### config.mk
export PLATFORM = sky130hd
export DESIGN_NAME = rect_wave_gen_flat
export DESIGN_NICKNAME = d
export VERILOG_FILES = /design/src/rtl/rect_wave_gen_pkg.sv /design/src/rtl/rect_wave_gen_if.sv /design/src/rtl/rwg_phase_timer.sv /design/src/rtl/rect_wave_gen.sv /design/src/flat_wrapper.sv
export SDC_FILE = /design/constraint.sdc
export NUM_CORES = 1
export LEC_CHECK = 0
export BUFFER_PORTS_ARGS = -buffer_cell sky130_fd_sc_hd__buf_2
export CORE_MARGIN = 1.5
export CORE_UTILIZATION = 45
export CTS_CLUSTER_DIAMETER = 80
export DETAILED_ROUTE_END_ITERATION = 8
export PLACE_DENSITY = 0.7
export SETUP_SLACK_MARGIN = 0.2
export SLEW_MARGIN = 20
export SYNTH_ARGS = -nofsm -noshare
export SYNTH_HDL_FRONTEND = slang
export SYNTH_SLANG_ARGS = --single-unit
### constraint.sdc
create_clock -name clk -period 6.97 [get_ports clk]
set_input_delay 0.3485 -clock clk [delete_from_list [all_inputs] [get_ports clk]]
set_output_delay 0.3485 -clock clk [all_outputs]
set_load 0.1 [all_outputs]
### src/rtl/rect_wave_gen_pkg.sv
// Shared types and defaults for the rectangular/trapezoidal wave generator.
package rect_wave_gen_pkg;

  localparam int DEF_W_AMP = 12;
  localparam int DEF_W_T   = 16;

  // Encodings reported on the phase output
  localparam logic [2:0] PH_IDLE  = 3'd0;
  localparam logic [2:0] PH_DELAY = 3'd1;
  localparam logic [2:0] PH_RISE  = 3'd2;
  localparam logic [2:0] PH_HIGH  = 3'd3;
  localparam logic [2:0] PH_FALL  = 3'd4;
  localparam logic [2:0] PH_LOW   = 3'd5;

  typedef enum logic [2:0] {
    ST_IDLE  = PH_IDLE,
    ST_DELAY = PH_DELAY,
    ST_RISE  = PH_RISE,
    ST_HIGH  = PH_HIGH,
    ST_FALL  = PH_FALL,
    ST_LOW   = PH_LOW
  } state_t;

endpackage

### src/rtl/rect_wave_gen_if.sv
// Configuration and output bundle of rect_wave_gen.
// With RECT_WAVE_GEN_BURST_EN defined, burst_n and done are added.
interface rect_wave_gen_if
  import rect_wave_gen_pkg::*;
#(
  parameter int W_AMP = DEF_W_AMP,
  parameter int W_T   = DEF_W_T
);

  logic             en;
  logic [W_AMP-1:0] amp;
  logic [W_T-1:0]   td;
  logic [W_T-1:0]   tr;
  logic [W_T-1:0]   th;
  logic [W_T-1:0]   tf;
  logic [W_T-1:0]   tl;
  logic [W_AMP-1:0] rise_step;
  logic [W_AMP-1:0] fall_step;
  logic [W_AMP-1:0] code;
  logic [2:0]       phase;
  logic             period_strb;
`ifdef RECT_WAVE_GEN_BURST_EN
  logic [W_T-1:0]   burst_n;
  logic             done;
`endif

  modport master (
    output en, amp, td, tr, th, tf, tl, rise_step, fall_step,
`ifdef RECT_WAVE_GEN_BURST_EN
    output burst_n,
    input  done,
`endif
    input  code, phase, period_strb
  );

  modport slave (
    input  en, amp, td, tr, th, tf, tl, rise_step, fall_step,
`ifdef RECT_WAVE_GEN_BURST_EN
    input  burst_n,
    output done,
`endif
    output code, phase, period_strb
  );

endinterface

### src/rtl/rwg_phase_timer.sv
// Loadable down-counter timing each generator phase. Loading duration d
// leaves d-1 in the counter, so zero marks the last cycle of the phase.
// A zero-duration load behaves like a one-cycle load and is flagged on skip.
module rwg_phase_timer #(
  parameter int W_T = 16
) (
  input  logic           clk,
  input  logic           rst,
  input  logic           load,
  input  logic [W_T-1:0] load_val,
  output logic           zero,
  output logic           skip
);

  localparam logic [W_T-1:0] T_ZERO = {W_T{1'b0}};
  localparam logic [W_T-1:0] T_ONE  = {{(W_T-1){1'b0}}, 1'b1};

  logic [W_T-1:0] count_r;

  // Reload on phase entry, otherwise count down and rest at zero
  always_ff @(posedge clk or posedge rst) begin
    if (rst) begin
      count_r <= T_ZERO;
    end else if (load) begin
      count_r <= (load_val == T_ZERO) ? T_ZERO : (load_val - T_ONE);
    end else if (count_r != T_ZERO) begin
      count_r <= count_r - T_ONE;
    end else begin
      count_r <= count_r;
    end
  end

  assign zero = (count_r == T_ZERO);
  assign skip = load && (load_val == T_ZERO);

endmodule

### src/rtl/rect_wave_gen.sv
// Rectangular / trapezoidal amplitude generator:
// IDLE -> DELAY -> (RISE -> HIGH -> FALL -> LOW) repeating.
// Optional macro RECT_WAVE_GEN_BURST_EN: stop after burst_n periods, flag done.
module rect_wave_gen
  import rect_wave_gen_pkg::*;
#(
  parameter int W_AMP = DEF_W_AMP,
  parameter int W_T   = DEF_W_T
) (
  input logic            clk,
  input logic            rst,
  rect_wave_gen_if.slave bus
);

  localparam logic [W_T-1:0]   T_ZERO = {W_T{1'b0}};
  localparam logic [W_AMP-1:0] A_ZERO = {W_AMP{1'b0}};

  state_t           state_r, state_n_s;
  logic [W_AMP-1:0] code_r, code_n_s;
  logic             strb_r, strb_n_s;
  // Rise duration is consumed by the timer load at period start, so only
  // the parameters needed later in the period get a shadow copy.
  logic [W_AMP-1:0] sh_amp_r, sh_rstep_r, sh_fstep_r;
  logic [W_T-1:0]   sh_th_r, sh_tf_r, sh_tl_r;
  logic             ld_s;
  logic [W_T-1:0]   ld_dur_s;
  logic             tmr_zero_s, tmr_skip_unused_s;
  logic             start_s, period_end_s, stop_s;
  logic             last_period_s, idle_hold_s;
  logic [W_AMP-1:0] amp_e_s, rstep_e_s, fstep_e_s;
  logic [W_AMP:0]   sum_s, diff_s;

  rwg_phase_timer #(.W_T(W_T)) u_timer (
    .clk      (clk),
    .rst      (rst),
    .load     (ld_s),
    .load_val (ld_dur_s),
    .zero     (tmr_zero_s),
    .skip     (tmr_skip_unused_s)
  );

  // Next state and timer reload; zero-length phases are chained past in one cycle
  always_comb begin
    state_n_s    = state_r;
    ld_s         = 1'b0;
    ld_dur_s     = T_ZERO;
    start_s      = 1'b0;
    period_end_s = 1'b0;
    stop_s       = 1'b0;
    if (!bus.en) begin
      state_n_s = ST_IDLE;
      ld_s      = 1'b1;
    end else begin
      case (state_r)
        ST_IDLE: begin
          if (idle_hold_s) begin
            state_n_s = ST_IDLE;
          end else if (bus.td != T_ZERO) begin
            state_n_s = ST_DELAY;
            ld_s      = 1'b1;
            ld_dur_s  = bus.td;
          end else begin
            start_s = 1'b1;
          end
        end
        ST_DELAY: begin
          if (tmr_zero_s) start_s = 1'b1;
          else            state_n_s = ST_DELAY;
        end
        ST_RISE: begin
          if (!tmr_zero_s)            begin state_n_s = ST_RISE; end
          else if (sh_th_r != T_ZERO) begin state_n_s = ST_HIGH; ld_s = 1'b1; ld_dur_s = sh_th_r; end
          else if (sh_tf_r != T_ZERO) begin state_n_s = ST_FALL; ld_s = 1'b1; ld_dur_s = sh_tf_r; end
          else if (sh_tl_r != T_ZERO) begin state_n_s = ST_LOW;  ld_s = 1'b1; ld_dur_s = sh_tl_r; end
          else                        begin start_s = 1'b1; period_end_s = 1'b1; end
        end
        ST_HIGH: begin
          if (!tmr_zero_s)            begin state_n_s = ST_HIGH; end
          else if (sh_tf_r != T_ZERO) begin state_n_s = ST_FALL; ld_s = 1'b1; ld_dur_s = sh_tf_r; end
          else if (sh_tl_r != T_ZERO) begin state_n_s = ST_LOW;  ld_s = 1'b1; ld_dur_s = sh_tl_r; end
          else                        begin start_s = 1'b1; period_end_s = 1'b1; end
        end
        ST_FALL: begin
          if (!tmr_zero_s)            begin state_n_s = ST_FALL; end
          else if (sh_tl_r != T_ZERO) begin state_n_s = ST_LOW;  ld_s = 1'b1; ld_dur_s = sh_tl_r; end
          else                        begin start_s = 1'b1; period_end_s = 1'b1; end
        end
        ST_LOW: begin
          if (!tmr_zero_s) state_n_s = ST_LOW;
          else begin start_s = 1'b1; period_end_s = 1'b1; end
        end
        default: begin
          state_n_s = ST_IDLE;
          ld_s      = 1'b1;
        end
      endcase
      // A new period picks its first non-empty phase from the live inputs;
      // with every duration zero it falls back to a single LOW cycle.
      if (start_s) begin
        ld_s = 1'b1;
        if (period_end_s && last_period_s) begin
          stop_s    = 1'b1;
          state_n_s = ST_IDLE;
        end else if (bus.tr != T_ZERO) begin
          state_n_s = ST_RISE; ld_dur_s = bus.tr;
        end else if (bus.th != T_ZERO) begin
          state_n_s = ST_HIGH; ld_dur_s = bus.th;
        end else if (bus.tf != T_ZERO) begin
          state_n_s = ST_FALL; ld_dur_s = bus.tf;
        end else begin
          state_n_s = ST_LOW;  ld_dur_s = bus.tl;
        end
      end else begin
        stop_s = 1'b0;
      end
    end
  end

  assign strb_n_s  = start_s && !stop_s;
  // On a period start the incoming parameters apply immediately
  assign amp_e_s   = strb_n_s ? bus.amp       : sh_amp_r;
  assign rstep_e_s = strb_n_s ? bus.rise_step : sh_rstep_r;
  assign fstep_e_s = strb_n_s ? bus.fall_step : sh_fstep_r;

  // Amplitude for the cycle being entered, computed one bit wide then clamped
  always_comb begin
    sum_s    = {1'b0, code_r} + {1'b0, rstep_e_s};
    diff_s   = {1'b0, code_r} - {1'b0, fstep_e_s};
    code_n_s = A_ZERO;
    case (state_n_s)
      ST_RISE: begin
        if (sum_s > {1'b0, amp_e_s}) code_n_s = amp_e_s;
        else                         code_n_s = sum_s[W_AMP-1:0];
      end
      ST_HIGH: code_n_s = amp_e_s;
      ST_FALL: begin
        if (diff_s[W_AMP]) code_n_s = A_ZERO;
        else               code_n_s = diff_s[W_AMP-1:0];
      end
      default: code_n_s = A_ZERO;
    endcase
  end

  // Registered state, amplitude word, strobe and per-period shadow copies
  always_ff @(posedge clk or posedge rst) begin
    if (rst) begin
      state_r    <= ST_IDLE;
      code_r     <= A_ZERO;
      strb_r     <= 1'b0;
      sh_amp_r   <= A_ZERO;
      sh_rstep_r <= A_ZERO;
      sh_fstep_r <= A_ZERO;
      sh_th_r    <= T_ZERO;
      sh_tf_r    <= T_ZERO;
      sh_tl_r    <= T_ZERO;
    end else begin
      state_r <= state_n_s;
      code_r  <= code_n_s;
      strb_r  <= strb_n_s;
      if (strb_n_s) begin
        sh_amp_r   <= bus.amp;
        sh_rstep_r <= bus.rise_step;
        sh_fstep_r <= bus.fall_step;
        sh_th_r    <= bus.th;
        sh_tf_r    <= bus.tf;
        sh_tl_r    <= bus.tl;
      end
    end
  end

`ifdef RECT_WAVE_GEN_BURST_EN
  logic [W_T-1:0] burst_cnt_r;
  logic           done_r;

  assign last_period_s = (bus.burst_n != T_ZERO) &&
                         (({1'b0, burst_cnt_r} + {T_ZERO, 1'b1}) == {1'b0, bus.burst_n});
  assign idle_hold_s   = done_r;
  assign bus.done      = done_r;

  // Completed-period count and sticky done flag, both cleared when en drops
  always_ff @(posedge clk or posedge rst) begin
    if (rst) begin
      burst_cnt_r <= T_ZERO;
      done_r      <= 1'b0;
    end else if (!bus.en) begin
      burst_cnt_r <= T_ZERO;
      done_r      <= 1'b0;
    end else if (stop_s) begin
      burst_cnt_r <= T_ZERO;
      done_r      <= 1'b1;
    end else if (period_end_s) begin
      burst_cnt_r <= burst_cnt_r + {{(W_T-1){1'b0}}, 1'b1};
    end
  end
`else
  assign last_period_s = 1'b0;
  assign idle_hold_s   = 1'b0;
`endif

  assign bus.code        = code_r;
  assign bus.phase       = state_r;
  assign bus.period_strb = strb_r;

endmodule

### src/flat_wrapper.sv
// flat-port wrapper written by rule: the top's interface ports become plain ports
module rect_wave_gen_flat import rect_wave_gen_pkg::*;
#(
  parameter int W_AMP = DEF_W_AMP,
  parameter int W_T   = DEF_W_T
)
  (clk, rst, bus_en, bus_amp, bus_td, bus_tr, bus_th, bus_tf, bus_tl, bus_rise_step, bus_fall_step, bus_code, bus_phase, bus_period_strb);
  rect_wave_gen_if #(.W_AMP(W_AMP), .W_T(W_T)) bus_i ();
  input logic clk;
  input logic rst;
  input wire logic [$bits(bus_i.en)-1:0] bus_en;
  input wire logic [$bits(bus_i.amp)-1:0] bus_amp;
  input wire logic [$bits(bus_i.td)-1:0] bus_td;
  input wire logic [$bits(bus_i.tr)-1:0] bus_tr;
  input wire logic [$bits(bus_i.th)-1:0] bus_th;
  input wire logic [$bits(bus_i.tf)-1:0] bus_tf;
  input wire logic [$bits(bus_i.tl)-1:0] bus_tl;
  input wire logic [$bits(bus_i.rise_step)-1:0] bus_rise_step;
  input wire logic [$bits(bus_i.fall_step)-1:0] bus_fall_step;
  output wire logic [$bits(bus_i.code)-1:0] bus_code;
  output wire logic [$bits(bus_i.phase)-1:0] bus_phase;
  output wire logic [$bits(bus_i.period_strb)-1:0] bus_period_strb;
  assign bus_i.en = bus_en;
  assign bus_i.amp = bus_amp;
  assign bus_i.td = bus_td;
  assign bus_i.tr = bus_tr;
  assign bus_i.th = bus_th;
  assign bus_i.tf = bus_tf;
  assign bus_i.tl = bus_tl;
  assign bus_i.rise_step = bus_rise_step;
  assign bus_i.fall_step = bus_fall_step;
  assign bus_code = bus_i.code;
  assign bus_phase = bus_i.phase;
  assign bus_period_strb = bus_i.period_strb;
  rect_wave_gen #(.W_AMP(W_AMP), .W_T(W_T)) u_core (.clk(clk), .rst(rst), .bus(bus_i));
endmodule
==> impl_metrics.ini, run 1 <==
[run_status]
status = complete, no violations

[power_and_ir_drop]
leakage_nw = 4.844
ir_drop_mv = 0.1744
p_per_area_mw_per_mm2 = 212.0

[finish]
final_layout_size_suffix_gt1_share_pct = 17.95
fillers = 1661
final_util_pct = 54.14
fin_cells = 1306
antenna_cells = 0
syn_to_final_growth_pct = 18.33
fin_nets = 1230

[logic_synthesis]
synth_cell_type_count = 74
yosys_most_used_dff = dfrtp_1
synthCells = 946
ys_ff_latch = 116
synth_top_area_share_pct = 36.94
synthesis.area_mm2 = 0.007859
synth_top_cell_by_area = dfrtp_1
synth_edf_count = 0
synthTopCellsByCount = nand2_1 (232), dfrtp_1 (116), nor2_1 (48), a21oi_1 (47), inv_1 (44)
synth-warning-count = 0
async_flop_share_pct = 100.0
synth.avg_cell_area_um2 = 8.307
synth.most_common_cell = nand2_1
synth_area_leaders = dfrtp_1 (37%), nand2_1 (11%), ha_1 (6.5%)
yosysSeqAreaShare_pct = 36.94
syn_nets = 1108

[placement]
dp_hpwl_um = 19260
dp_cells = 1273
io_buffers = 134
routabilityCongestion = 0.9617
place_ws_ns = 0.5562

[cts]
clk_latency_ns = 0.44
cts_buffer_depth = 2
cts_setup_buffers = 0
cts_tree = done
cts_sinks = 116
cts_buffers = 17
clk_pin_slew_ns = 0.06
h-tree-depth = 4
root_buffer = clkbuf_16

[sta]
skew_ns = 0.01108
worstMarginPinSlew_ns = 0.9908
setup_viol = 0
rsz0062_at_grt = false
finalSetupTns_ns = 0
fin_ws_ns = 0.6409
finalMaxSlewViolations = 0
fin_crit_sh_pct = 90.81
max_slew_margin_pct = 33.50
hold_viol = 0
period_needed_ns = 6.329
max_freq_ghz = 0.1580

[drt]
drt-pass1-iter-count = 5
wl_met1_um = 10510
wl_met3_um = 1890
vias = 7718
drtIter0Drc = 566
vias_per_cell = 5.910
wl_met2_um = 12050
drtAntennaViolNets = 0
wl_per_cell_um = 19.43
drc = 0
wirelength_um = 25380
topRoutingLayerUsed = met4

[die]
rows = 48
core_mm2 = 0.01718
die-area_mm2 = 0.01827
ios = 135
die_width_um = 135.2
die_y_um = 135.2
start_util_pct = 45.75

[critical_path]
critPathLaunchType = flop
crit_arrival_ns = 6.65
cp_max_fo = 20
critPathBufInv = 1
max_stage_delay_ns = 0.58
crit_required_ns = 7.29
crit_family = compound AO/OA/AOI/OAI gates
end_kind = flop
critPathKind = flop to flop
cpMaxStageDelayCell = or4_4

[global_routing]
grt_pass1_wl_um = 40300
grt-ovfl-total = 0
grt_usage_pct = 28.93
grt_max_degree = 92
grt_pass1_vias = 7571
antenna_found_initial = 0

[run]
cap_violations = 0

[min_path]
hold_path_class = primary input to flop
metrics by stage:
stage / area [um2] / power, mW / hold WS (ns)
global route: 9299 / 2.045 / 0.1411
floorplan: 7864 / 1.000 / 0.4442
global placement: 8707 / 1.119 / 0.4216
finish: 9299 / 1.972 / 0.1316
detailed placement: 8707 / 1.121 / 0.4144
CTS: 9283 / 1.969 / 0.1327
path summary, 6_finish.rpt:
kind	startpoint	end	slack, ns	depth (start not counted)
hold / removal	bus_tl[11]	u_core.sh_tl_r[11]$_DFFE_PP0N_	0.13	3
setup / recovery	u_core.u_timer.count_r[8]$_DFFE_PP0P_	u_core.bus.code[8]$_DFF_PP0_	0.64	25
max in group asynchronous	rst	u_core.bus.phase[2]$_DFF_PP0_	5.34	4
min in group asynchronous	rst	u_core.sh_fstep_r[2]$_DFF_PP0_	0.49	3
setup reg to reg	u_core.u_timer.count_r[8]$_DFFE_PP0P_	u_core.bus.code[8]$_DFF_PP0_	0.64	25
hold reg to reg	u_core.sh_rstep_r[10]$_DFF_PP0_	u_core.sh_rstep_r[10]$_DFF_PP0_	0.48	2
final cells by class:
| cell class | instances | area [um2] | area share (%) |
|---|---|---|---|
| inverters | 45 | 171.4 | 1.843 |
| well taps | 225 | 281.5 | 3.027 |
| clock inverters | 13 | 122.6 | 1.319 |
| repair buffers | 142 | 749.5 | 8.060 |
| multi-input cells | 746 | 4626 | 49.74 |
| flip-flops and latches | 116 | 2905 | 31.24 |
| clock buffers | 19 | 442.9 | 4.763 |
tightest hold or removal path: stages:
cell	delay [ns]
buf_2	0.09
nand2_1	0.04
nand2_1	0.05
state kept, by name, indices dropped and copies added, names as in the netlist:
register                cells
u_core.sh_tf_r             16
u_core.sh_th_r             16
u_core.sh_tl_r             16
u_core.u_timer.count_r     16
u_core.bus.code            12
u_core.sh_amp_r            12
u_core.sh_fstep_r          12
u_core.sh_rstep_r          12
u_core.bus.phase            3
u_core.bus.period_strb      1
per-layer routing:
metal	global-route usage, %	vias to the layer above
met5	0	-
met4	13.26	0
met3	6.098	70
met2	47.76	354
met1	36.44	3659
li1	-	3635
cell families (layout without fill, tap and decap cells):
group | Yosys count | after routing | share of synthesized area, %
xor+xnor | 44 | 44 | 4.904
compound gates | 204 | 204 | 17.74
fa+ha+maj | 43 | 43 | 7.037
buf+inv | 84 | 219 | 4.458
flops | 116 | 116 | 36.94
mux | 31 | 31 | 3.996
simple gates | 424 | 424 | 24.93
what timing repair did:
action | 4_1_cts | 5_1_grt
hold buffers | 1 | 0
endpoints found under the hold margin | 37 | 0
setup endpoints to repair | 0 | 4
resized for setup | 0 | 2
where the power goes:
group	internal (mW)	switching (mW)	total, mW	leakage, nW
Clock	0.502	0.353	0.855	0.267
Combinational	0.153	0.225	0.378	2.99
Sequential	0.706	0.0317	0.738	1.58
layout by cell type, fill, tap and decap left out, types with 13 or more instances in the layout:
| cell | netlist | layout |
|---|---|---|
| clkbuf_16 | 0 | 17 |
| nand4_1 | 13 | 13 |
| a21oi_1 | 47 | 47 |
| a21o_1 | 14 | 14 |
| xnor2_1 | 26 | 26 |
| inv_1 | 44 | 42 |
| nor4_1 | 32 | 32 |
| mux2i_1 | 28 | 28 |
| o21ai_0 | 36 | 36 |
| buf_2 | 4 | 134 |
| o22ai_1 | 15 | 15 |
| ha_1 | 41 | 41 |
| and3_1 | 15 | 15 |
| dfrtp_1 | 116 | 114 |
| xor2_1 | 18 | 18 |
| nor2_1 | 48 | 48 |
| nor3_1 | 21 | 21 |
| nand2_1 | 232 | 232 |
Note: power is estimated with default switching activity, not from simulation.
==> run 2: changes to the inputs <==
clock period = 5.5 ns   (was 6.97 ns; I/O delays follow)
==> impl_metrics.ini, run 2 (synthesized netlist as in run 1, its figures left out) <==
[run_status]
status = finished with violations
violations = setup timing

[critical_path]
ff2ff_path_depth = 24
timing.rr.end = u_core.bus.code[4]$_DFF_PP0_
critPathLaunchType = flop
r2r_start = u_core.u_timer.count_r[8]$_DFFE_PP0P_
cp_max_fo = 7
crit_arrival_ns = 6.14
end_kind = flop
r2r_setup_slack_ns = -0.30
crit_required_ns = 5.83
critPathKind = flop to flop

[die]
die-area_mm2 = 0.01827
ios = 135
start_util_pct = 45.75
core_mm2 = 0.01718
die_width_um = 135.2
die_y_um = 135.2
rows = 48

[power_and_ir_drop]
p_per_area_mw_per_mm2 = 258.5
total_power_mw = 2.632
ir_drop_mv = 0.2254
leakage_nw = 5.354

[cts]
cts_tree = done
root_buffer = clkbuf_16
clk_latency_ns = 0.43
cts_sinks = 116
cts_buffers = 17
clk_pin_slew_ns = 0.06
h-tree-depth = 4
cts_buffer_depth = 2

[finish]
final_common_cell = nand2_1
final_layout_size_suffix_gt1_share_pct = 27.13
syn_to_final_growth_pct = 29.60
fin_nets = 1325
mostFrequentLayoutCells = nand2_1 (227), buf_2 (134), dfrtp_1 (113), buf_4 (96), nor2_1 (46)
antenna_cells = 0

[min_path]
hold_path_depth = 3
hold_start = bus_tf[14]
hold_end = u_core.sh_tf_r[14]$_DFFE_PP0N_
hold_path_class = primary input to flop

[global_routing]
grt-ovfl-total = 0
antenna_found_initial = 0
grt_max_degree = 64
grt_pass1_vias = 8096
grt_pass1_wl_um = 42350
grt_usage_pct = 30.44

[sta]
fin_ws_ns = -0.3041
hold_viol = 0
hold_slack_ns = 0.07002
max_slew_margin_pct = 39.30
period_needed_ns = 5.804
rsz0062_at_grt = true
worstMarginPinSlew_ns = 0.9105
fin_crit_sh_pct = 105.5
finalMaxSlewViolations = 0
setup_viol = 12
skew_ns = 0.008223
max_freq_ghz = 0.1723

[drt]
wirelength_um = 26840
drtIter0Drc = 764
drtAntennaViolNets = 0
drc = 0
wl_per_cell_um = 19.16
vias = 8262
vias_per_cell = 5.897
drt-pass1-iter-count = 6

[placement]
dp_hpwl_um = 20350
routabilityCongestion = 0.9826
io_buffers = 134

[run]
cap_violations = 0
==> run 2: worst max path at each step <==
stage / depth (start not counted) / endpoint / start
floorplan: 31 / u_core.bus.code[11]$_DFF_PP0_ / u_core.bus.phase[2]$_DFF_PP0_
detailed placement: 26 / u_core.bus.code[3]$_DFF_PP0_ / u_core.u_timer.count_r[8]$_DFFE_PP0P_
finish: 24 / u_core.bus.code[4]$_DFF_PP0_ / u_core.u_timer.count_r[8]$_DFFE_PP0P_
CTS: 23 / u_core.bus.code[4]$_DFF_PP0_ / u_core.u_timer.count_r[8]$_DFFE_PP0P_
global placement: 26 / u_core.bus.code[5]$_DFF_PP0_ / u_core.u_timer.count_r[8]$_DFFE_PP0P_
global route: 24 / u_core.bus.code[10]$_DFF_PP0_ / u_core.u_timer.count_r[8]$_DFFE_PP0P_
==> run 2: power breakdown <==
group / switching (mW) / internal (mW)
Combinational: 0.336 / 0.284
Clock: 0.453 / 0.632
Sequential: 0.0314 / 0.895
Total: 0.821 / 1.81
==> run 2: what timing repair did <==
item | in CTS | in global routing
setup endpoints to repair | 12 | 12
cloned | 1 | 0
pin swaps | 5 | 5
hold buffers | 1 | 0
endpoints found under the hold margin | 47 | 0
resized for setup | 15 | 18
setup buffers | 6 | 1
==> run 2: metal layers <==
metal	GRT usage, %	vias to the layer above	wire length, um
li1	-	3817	-
met1	37.94	3906	10780
met2	49.80	439	12530
met3	6.397	100	2233
met4	15.89	0	1294
met5	0	-	0
==> run 2: critical path, stage by stage, from the launching register on <==
cell	delay, ns
dfrtp_1	0.38
or4_4	0.54
or4_4	0.48
a2111oi_4	0.37
a211oi_4	0.12
nand2b_4	0.22
nand2_2	0.11
nand2_2	0.08
ha_4	0.17
fa_2	0.35
a21o_1	0.21
a21oi_4	0.16
o21ai_1	0.10
xor2_1	0.25
ha_1	0.29
a21o_1	0.18
a21oi_1	0.13
nor2b_1	0.05
o31a_1	0.23
o21ai_1	0.12
a21oi_1	0.08
or4_4	0.51
buf_6	0.18
and2_4	0.15
o32ai_2	0.23
==> run 2: final cells by class <==
| cell class | count | area [um2] |
|---|---|---|
| flip-flops and latches | 116 | 2907 |
| clock buffers | 17 | 425.4 |
| fillers | 1579 | 6992 |
| multi-input cells | 746 | 4780 |
| inverters | 45 | 173.9 |
| clock inverters | 15 | 148.9 |
| repair buffers | 237 | 1469 |
| well taps | 225 | 281.5 |
==> run 2: through the flow <==
stage          instance area (um2)  instances  setup WS [ns]  util (%)  setup TNS [ns]
6_report                     10180       1401        -0.3041     59.29          -3.201
3_5_place_dp                  9402       1360        -0.2323     54.73          -1.675
4_1_cts                      10100       1400        -0.1917     58.81          -1.872
2_1_floorplan                 7973        946        -0.6362         -          -6.630
3_3_place_gp                  9402       1360        -0.1347     54.73         -0.7459
5_1_grt                      10180       1401        -0.5492     59.29          -6.062
==> run 3: changes to the inputs <==
ABC_AREA = 1   (was default)
PLACE_DENSITY = 0.69   (was 0.7)
==> impl_metrics.ini, run 3 <==
[run_status]
status = finished with violations
violations = hold timing

[finish]
syn_to_final_growth_pct = 21.40
fin_nets = 1732
seq_area_mm2 = 0.002908
final_common_cell = nand2_1
multi_input_area_mm2 = 0.005461
final_area_mm2 = 0.01128
final_util_pct = 55.74
final_layout_size_suffix_gt1_share_pct = 20.40
mostFrequentLayoutCells = nand2_1 (361), inv_1 (221), nor2_1 (137), buf_2 (136), o21ai_0 (118)
fin_cells = 1854
fillers = 1982

[drt]
topRoutingLayerUsed = met4
drt-pass1-iter-count = 5
wl_met3_um = 2021
wl_met1_um = 13460
wl_per_cell_um = 16.97
drc = 0
wirelength_um = 31460
wl_met2_um = 14760
drtAntennaViolNets = 0
vias_per_cell = 5.297
vias = 9821
drtIter0Drc = 1003

[critical_path]
cp_common_cell = nand2_2
end_kind = flop
critPathKind = flop to flop
critPathLaunchType = flop
cp_max_fo = 7
crit_required_ns = 5.78
max_stage_delay_ns = 0.44
cpMaxStageDelayCell = dfrtp_2
crit_arrival_ns = 5.31

[logic_synthesis]
synth.most_common_cell = nand2_1
synth_cell_type_count = 49
synth_top_cell_by_area = dfrtp_1
ys_ff_latch = 116
yosysSeqAreaShare_pct = 31.25
synthesis.area_mm2 = 0.009290
yosys_most_used_dff = dfrtp_1
syn_nets = 1575
async_flop_share_pct = 100.0
synth_edf_count = 0
synth_top_area_share_pct = 31.25
synth.avg_cell_area_um2 = 6.575
synth_area_leaders = dfrtp_1 (31%), nand2_1 (15%), inv_1 (9.1%)
synthCells = 1413
synthTopCellsByCount = nand2_1 (369), inv_1 (226), nor2_1 (150), o21ai_0 (122), dfrtp_1 (116)
synth-warning-count = 0

[sta]
hold_viol = 18
setup_viol = 0
finalSetupTns_ns = 0
fin_crit_sh_pct = 91.46
fin_ws_ns = 0.4699
hold_slack_ns = -0.01175
max_freq_ghz = 0.1988
period_needed_ns = 5.030
max_slew_margin_pct = 47.80
finalMaxSlewViolations = 0
rsz0062_at_grt = false
worstMarginPinSlew_ns = 0.7830
skew_ns = 0.01127

[placement]
dp_cells = 1792
io_buffers = 134
place_area_mm2 = 0.01022
routabilityCongestion = 0.9262
place_ws_ns = 0.3544
dp_hpwl_um = 23680

[die]
ios = 135
die-area_mm2 = 0.02152
die_width_um = 146.7
die_y_um = 146.7
core_mm2 = 0.02023
rows = 52
start_util_pct = 45.91

[power_and_ir_drop]
leakage_nw = 6.171
total_power_mw = 2.732
ir_drop_mv = 0.1708
p_per_area_mw_per_mm2 = 242.3

[min_path]
hold_path_class = primary input to asynchronous set/reset pin

[global_routing]
grt_pass1_wl_um = 47770
grt-ovfl-total = 0
grt_max_degree = 89
grt_usage_pct = 28.74
antenna_found_initial = 1
grt_pass1_vias = 9025

[cts]
clk_pin_slew_ns = 0.06
root_buffer = clkbuf_16
cts_tree = done
cts_buffers = 17
cts_buffer_depth = 2
clk_latency_ns = 0.43
cts_sinks = 116
h-tree-depth = 4

[run]
cap_violations = 0
==> run 3: cells by family after synthesis <==
logic type               synth area share [%]
buffers and inverters                   11.72
AND/OR/NAND/NOR                         35.50
AO/OA/AOI/OAI                           13.23
XOR/XNOR                                2.357
adder cells (fa/ha/maj)                 5.953
flip-flops                              31.25
==> run 3: repair_timing <==
action,4_1_cts,5_1_grt
setup buffers,0,25
resized for setup,0,53
setup endpoints to repair,0,12
hold buffers,0,0
==> run 3: routing by layer <==
metal	global-route usage, %	up-vias
met2	47.24	424
met5	0	-
met3	4.000	70
li1	-	4803
met1	37.77	4524
met4	12.37	0
==> run 3: path summary, 6_finish.rpt <==
path	start	endpoint	slack (ns)	depth (start not counted)
setup / recovery	u_core.u_timer.count_r[6]$_DFFE_PP0P_	u_core.bus.code[10]$_DFF_PP0_	0.47	32
hold / removal	rst	u_core.u_timer.count_r[5]$_DFFE_PP0P_	-0.01	2
setup reg to reg	u_core.u_timer.count_r[6]$_DFFE_PP0P_	u_core.bus.code[10]$_DFF_PP0_	0.47	32
hold reg to reg	u_core.sh_fstep_r[0]$_DFF_PP0_	u_core.sh_fstep_r[0]$_DFF_PP0_	0.49	2
max in group asynchronous	rst	u_core.bus.phase[0]$_DFF_PP0_	4.44	3
min in group clk	bus_tl[8]	u_core.sh_tl_r[8]$_DFFE_PP0N_	0.10	3
==> run 3: area by class of cell <==
type                       instances  share of cell area (%)
inverter                         235                   7.976
clock buffer                      21                   4.171
antenna                            1                 0.02219
timing repair inverter             1                 0.07766
clock inverter                    11                   1.753
timing repair buffer             177                   8.797
multi-input combinational       1022                   48.42
tap                              270                   2.995
sequential                       116                   25.78
==> run 3: power breakdown <==
part / switching (mW) / total [mW] / internal, mW
registers: 0.0495 / 0.962 / 0.912
clock network: 0.434 / 1.28 / 0.843
logic: 0.317 / 0.494 / 0.177
==> run 3: critical path: cells and delay by family (launching register included) <==
family                     cells  cell delay (ns)
adders and majority gates      2             0.62
DFF                            1             0.44
buffers and inverters          3             0.41
xor gates and xnor gates       1             0.15
AOI/OAI and AO/OA              7             1.07
and+or+nand+nor               19             2.21
